$ cat src/rtl/fifo_pkg.sv
// Shared definitions for both sides of the asynchronous FIFO.
// Holds the default pointer geometry and the Gray/binary conversions.
package fifo_pkg;

  localparam int FIFO_ADDR_WIDTH = 3;

  // Both conversions work on a 32-bit container, so narrower pointers zero-extend in and truncate out.
  function automatic logic [31:0] bin2gray(input logic [31:0] b);
    return b ^ (b >> 1);
  endfunction

  function automatic logic [31:0] gray2bin(input logic [31:0] g);
    logic [31:0] b;
    b[31] = g[31];
    for (int i = 30; i >= 0; i--) begin
      b[i] = b[i+1] ^ g[i];
    end
    return b;
  endfunction

endpackage

$ cat src/rtl/fifo_gray2bin.sv
// Combinational Gray-to-binary converter: each binary bit is the XOR of all
// Gray bits at or above it.
module fifo_gray2bin #(
  parameter int W = 4
) (
  input  logic [W-1:0] i_gray,
  output logic [W-1:0] o_bin
);

  logic [W-1:0] w_bin;

  always_comb begin
    w_bin        = '0;
    w_bin[W-1]   = i_gray[W-1];
    for (int i = W - 2; i >= 0; i--) begin
      w_bin[i] = w_bin[i+1] ^ i_gray[i];
    end
  end

  assign o_bin = w_bin;

endmodule

$ cat src/rtl/fifo_rd.sv
// Read-side controller of the asynchronous FIFO: read pointers, empty/occupancy
// flags and a first-word-fall-through output register, all in the read clock domain.
module fifo_rd
  import fifo_pkg::*;
#(
  parameter int ADDR_WIDTH = FIFO_ADDR_WIDTH,
  parameter int DATA_WIDTH = 8,
  parameter int AE_THRESH  = 1
) (
  input  logic                  R_CLK,
  input  logic                  R_RST,
  input  logic [ADDR_WIDTH:0]   rq2_wptr,
  input  logic [DATA_WIDTH-1:0] r_mem_data,
  input  logic                  r_ready,
  output logic                  r_valid,
  output logic [DATA_WIDTH-1:0] r_data,
  output logic                  r_empty,
  output logic [ADDR_WIDTH-1:0] r_addr,
  output logic [ADDR_WIDTH:0]   r_ptr,
  output logic [ADDR_WIDTH:0]   r_count,
  output logic                  r_almost_empty
);

  localparam int            PW       = ADDR_WIDTH + 1;
  localparam logic [PW-1:0] AE_LIMIT = PW'(AE_THRESH);

  logic [PW-1:0] r_bin;
  logic          w_pop;
  logic [PW-1:0] w_bin_next;
  logic [PW-1:0] w_gray_next;
  logic [PW-1:0] w_wbin;
  logic [PW-1:0] w_occ;

  // Handshake: a word transfers to the consumer on any edge where r_valid && r_ready.
  // The output register refills (pop) whenever memory is non-empty and the register
  // is either empty or being drained this same edge, giving one word per cycle.
  assign w_pop       = !r_empty && (!r_valid || r_ready);
  assign w_bin_next  = r_bin + {{ADDR_WIDTH{1'b0}}, w_pop};
  assign w_gray_next = PW'(bin2gray(32'(w_bin_next)));

  fifo_gray2bin #(.W(PW)) u_wptr_g2b (
    .i_gray (rq2_wptr),
    .o_bin  (w_wbin)
  );

  // Occupancy excludes the word already parked in the output register.
  assign w_occ  = w_wbin - w_bin_next;
  assign r_addr = r_bin[ADDR_WIDTH-1:0];

  always_ff @(posedge R_CLK) begin
    if (R_RST) begin
      r_bin          <= '0;
      r_ptr          <= '0;
      r_empty        <= 1'b1;
      r_count        <= '0;
      r_almost_empty <= 1'b1;
      r_valid        <= 1'b0;
      r_data         <= '0;
    end else begin
      r_bin          <= w_bin_next;
      r_ptr          <= w_gray_next;
      r_empty        <= (w_gray_next == rq2_wptr);
      r_count        <= w_occ;
      r_almost_empty <= (w_occ <= AE_LIMIT);
      if (w_pop) begin
        r_data  <= r_mem_data;
        r_valid <= 1'b1;
      end else if (r_valid && r_ready) begin
        r_valid <= 1'b0;
      end
    end
  end

endmodule

$ cat config.mk
export PLATFORM = sky130hd
export DESIGN_NAME = fifo_rd
export DESIGN_NICKNAME = d
export VERILOG_FILES = /design/src/rtl/fifo_pkg.sv /design/src/rtl/fifo_gray2bin.sv /design/src/rtl/fifo_rd.sv
export SDC_FILE = /design/constraint.sdc
export NUM_CORES = 1
export LEC_CHECK = 0
export ABC_CLOCK_PERIOD_IN_PS = 5200
export CORE_ASPECT_RATIO = 1.5
export CORE_MARGIN = 2
export CORE_UTILIZATION = 30
export CTS_CLUSTER_DIAMETER = 200
export DETAILED_ROUTE_END_ITERATION = 8
export GPL_TIMING_DRIVEN = 0
export PLACE_DENSITY = 0.66
export SLEW_MARGIN = 10
export SYNTH_ARGS = -nofsm -noshare
export SYNTH_HDL_FRONTEND = slang
export SYNTH_HIERARCHICAL = 1
export SYNTH_SLANG_ARGS = --single-unit
$ cat constraint.sdc
create_clock -name R_CLK -period 5.2 [get_ports R_CLK]
set_clock_uncertainty 0.2 [all_clocks]
set_input_delay 0.78 -clock R_CLK [delete_from_list [all_inputs] [get_ports R_CLK]]
set_output_delay 0.78 -clock R_CLK [all_outputs]
set_load 0.02 [all_outputs]
* Word-level counts from Yosys, hierarchy flattened
Cells that the tools add are included.
Cells by class: reduce and logical (&&, ||, !) cells 6, bitwise operators 4, equal/unequal tests 1, $lt $le $gt $ge 1, muxes and demuxes 2, add/sub/neg operators 2
Operators with widths (count):
- $add A4 B1 Y4 | 1
- $eq A4 B4 Y1 | 1
- $le A4 B1 Y1 const B | 1
- $sub A4 B4 Y4 | 1
- $xor A4 B3 Y4 | 1
- $xor A1 B1 Y1 | 3
- $logic_and A1 B1 Y1 | 2
- $logic_not A1 Y1 | 2
- $mux W1 | 2
- $reduce_bool A2 Y1 | 1
- $logic_or A1 B1 Y1 | 1
Word-level totals: output and inout port bits 22, logic and storage cells 23, input bits 15, register bits after elaboration 23

* Depth between registers and ports, before layout
depth in word-level cells 6, gate-level depth with buffers 10

* Cells and area by module
The synthesis kept the hierarchy.
Modules (own cells, without submodules):
- fifo_rd | cells an instance 92, area each 945.9 um^2, instances 1
- fifo_gray2bin | cells an instance 5, area each 50.0 um^2, instances 1

* Worst setup path before layout
No wires, ideal clock.
path type input port to flip-flop, start point input port r_ready, end point register r_empty, path slack 2.236 ns, arrival 2.650 ns, cell stages on the path 9, path buffers 1, setup time 0.114 ns, cell sequence nand2b_1 nor2b_1 buf_2 ha_1 ha_1 xnor2_2 xor2_1 mux2_4 a21o_1
On the way: cells in the longest elaborated chain, start to end 5
RTL lines:
- from (decl) | RTL line fifo_rd.sv:14 | input logic r_ready,
- $logic_or A1 B1 Y1 | RTL line fifo_rd.sv:37 | assign w_pop = !r_empty && (!r_valid || r_ready);
- $logic_and A1 B1 Y1 | RTL line fifo_rd.sv:37
- named net w_pop | RTL line fifo_rd.sv:28 | logic w_pop;
- $add A4 B1 Y4 | RTL line fifo_rd.sv:38 | assign w_bin_next = r_bin + {{ADDR_WIDTH{1'b0}}, w_pop};
- $xor A4 B3 Y4 | RTL line fifo_pkg.sv:9 | return b ^ (b >> 1);
- $eq A4 B4 Y1 | RTL line fifo_rd.sv:62 | r_empty <= (w_gray_next == rq2_wptr);
- to (signal assigned) | RTL line fifo_rd.sv:62
- to (decl) | RTL line fifo_rd.sv:17 | output logic r_empty,
The timed path passes the listed nets, and every way through them passes these cells. A chain may end at the register's enable or synchronous reset.

* Worst setup path after layout
Same ends and word-level chain as after synthesis.

==> impl_metrics.py <==
metrics = {
    "power": {
        "p_leak_nw": 0.617,
        "peakVddDrop_mv": 0.0898,
        "power_density_nw_per_um2": 325,
    },
    "grt": {
        "grtUsageTotal": 0.117,
        "use_met3": 0.0321,
        "grt_pass1_wl_um": 3190,
        "busiest_layer": "met2",
        "grt_max_degree": 13,
        "antenna_found_initial": 0,
        "grt_use_met2": 0.221,
        "grt_overflow_total": 0,
        "first_global_vias": 776,
        "grt_util_met1": 0.106,
    },
    "detailed_routing": {
        "drc_errors": 0,
        "viasPerCell": 4.37,
        "drt.antenna.violating_nets": 0,
        "routed_wirelength_um": 2030,
        "vias": 774,
        "drtIter0Drc": 6,
        "firstDrtPassIters": 2,
        "wl_per_cell_um": 11.5,
    },
    "critical_path": {
        "end_kind": "flip-flop",
        "crit_type": "input pin to flip-flop",
        "cp-start-kind": "input pin",
        "r2r_slack_ns": 2.56,
        "r2r-end": "r_empty",
        "path_max_fanout": 9,
        "crit_chain": "clkdlybuf4s50_1 > nand2b_1 > nor2b_1 > buf_2 > ha_1 > ha_1 > xnor2_2 > xor2_1 > mux2_4 > a21o_1",
        "ff2ff_path_depth": 9,
        "worstReg2RegStart": "r_valid",
        "worst_ep_arrival_time_ns": 3.27,
        "crit_path_frequent_cell": "ha_1",
        "cp_slowest_cell": "xnor2_2",
        "required_ns": 5.16,
        "critPathMaxStageDelay_ns": 0.43,
    },
    "run": {
        "maxCapViolCount": 0,
    },
    "sta": {
        "final-setup-viol-count": 0,
        "finalSetupTns_ns": 0,
        "tightest_slew_ns": 0.493,
        "finalHoldViolations": 0,
        "max_freq_mhz": 302,
        "fin_crit_sh": 0.636,
        "slew_headroom": 0.672,
        "maxSlewViolCount": 0,
        "rsz0062_at_grt": "no",
        "period_needed_ns": 3.31,
    },
    "synthesis": {
        "synth.avg_cell_area_um2": 10.3,
        "synth-seq-cells": 22,
        "synthArstFlopShare": 0,
        "syn_area_um2": 996,
        "postSynthCellCount": 97,
        "synth_top_area_cell": "dfxtp_1",
        "yosys_warnings": 6,
        "netlist_top_cells_area": "dfxtp_1, mux2i_1, xnor2_1",
        "synth_common_cells": "dfxtp_1, nor2_1, mux2i_1, xnor2_1, inv_1",
        "synth_top_area_frac": 0.442,
        "synth_edf_count": 0,
        "ys_types": 25,
        "syn_nets": 116,
        "synth_ff_type": "dfxtp_1",
        "synth.most_common_cell": "dfxtp_1",
        "ys_seq_area_frac": 0.442,
    },
    "cts": {
        "post_cts_resized": 0,
        "tritoncts": "done",
        "postCtsSetupBuffers": 0,
        "insertion_delay_ns": 0.26,
        "cts_hold_buf": 0,
        "h-tree-depth": 1,
        "path_clk_slew_ns": 0.07,
        "cts_num_sinks": 22,
        "clockRootBuffer": "clkbuf_8",
        "cts_buffers": 3,
        "clk_path_buf_depth": 2,
    },
    "layout": {
        "area_growth_pct": 46.7,
        "n_antenna_cell": 0,
        "finish.utilization": 0.463,
        "nets": 157,
        "drive_above_1_share": 0.0657,
        "fillers": 307,
    },
    "place": {
        "hpwlAfterDp_um": 1640,
        "gp_congestion": 0.812,
        "port_buffers": 36,
    },
    "floorplan": {
        "fp.coreArea_um2": 3160,
        "rows": 25,
        "io_pins": 37,
        "die_h_um": 74.6,
        "initial_core_util": 0.315,
        "die-area_um2": 3810,
        "die_w_um": 51.0,
    },
    "outcome": {
        "status": "finished, final reports clean",
    },
    "hold_path": {
        "holdCritStartpoint": "r_empty",
        "holdPathEnd": "r_valid",
        "hold_class": "flip-flop to flip-flop",
        "whs_path_depth": 1,
    },
}
## worst max-delay path: cells and delay by family
family / cells / cell delay [ns]
buffers and inverters: 2 / 0.60
XOR/XNOR: 2 / 0.67
adder cells (fa/ha/maj): 2 / 0.48
AO/OA/AOI/OAI: 1 / 0.16
multiplexers: 1 / 0.32
AND/OR/NAND/NOR: 2 / 0.27
## kinds of logic after synthesis
logic type | Yosys count | share of synthesized area
mux | 10 | 0.106
simple gates | 29 | 0.129
flops | 22 | 0.442
xor+xnor | 16 | 0.185
fa+ha+maj | 4 | 0.0503
compound gates | 7 | 0.0490
buf+inv | 9 | 0.0389
## sequential cells by signal, summed over array words and instances (netlist names)
name and cells:
r_bin 3, r_data 8, r_ptr 4, r_empty 1, r_count 4, r_valid 1, r_almost_empty 1
## placed cells by master, fill, tap and decap left out, types with 3 or more instances in the layout
cell type        synthesis  final
clkdlybuf4s50_1          0     36
dfxtp_1                 22     22
nor2_1                  18     18
xnor2_1                  9      9
mux2i_1                  9      9
inv_1                    5      5
ha_1                     4      4
clkbuf_8                 0      4
nor2b_1                  3      3
xor2_1                   3      3
a21oi_1                  3      3
## layer usage
| layer | share of wire | vias up |
|---|---|---|
| li1 | - | 392 |
| met1 | 0.37 | 348 |
| met2 | 0.53 | 29 |
| met3 | 0.079 | 5 |
| met4 | 0.027 | 0 |
| met5 | 0 | - |
## final cells by class
class | count | area [um^2] | share of cell area
inverter | 5 | 18.8 | 0.0128
tap | 40 | 50.0 | 0.0342
multi-input combinational | 66 | 517 | 0.354
buffer | 4 | 20.0 | 0.0137
timing repair buffer | 36 | 360 | 0.247
clock buffer | 4 | 55.1 | 0.0377
sequential | 22 | 440 | 0.301
## through the flow
step,power (W),std cells,cell area [um^2],setup slack (ns),hold WS [ns]
floorplan,0.000297,97,996,2.24,0.328
global placement,0.000361,173,1410,1.66,0.256
detailed placement,0.000364,173,1410,1.62,0.260
CTS,0.000483,177,1460,1.88,0.276
global route,0.000505,177,1460,1.81,0.292
finish,0.000475,177,1460,1.89,0.267
## power by group
| part | switching (W) | internal, W | leakage (nW) |
|---|---|---|---|
| Sequential | 0.00000707 | 0.000188 | 0.182 |
| Clock | 0.0000505 | 0.0000674 | 0.0288 |
| Combinational | 0.0000789 | 0.0000830 | 0.407 |
| Total | 0.000136 | 0.000339 | 0.617 |
## worst max path at each step
stage | from | slack, ns | cells after the start | endpoint
after floorplan | r_ready | 2.24 | 9 | r_empty
after global placement | r_ready | 1.66 | 10 | r_empty
after detailed placement | r_ready | 1.62 | 10 | r_empty
after CTS | r_ready | 1.88 | 10 | r_empty
after global routing | r_ready | 1.81 | 10 | r_empty
final | r_ready | 1.89 | 10 | r_empty
Power figures use the tool's default switching activity.
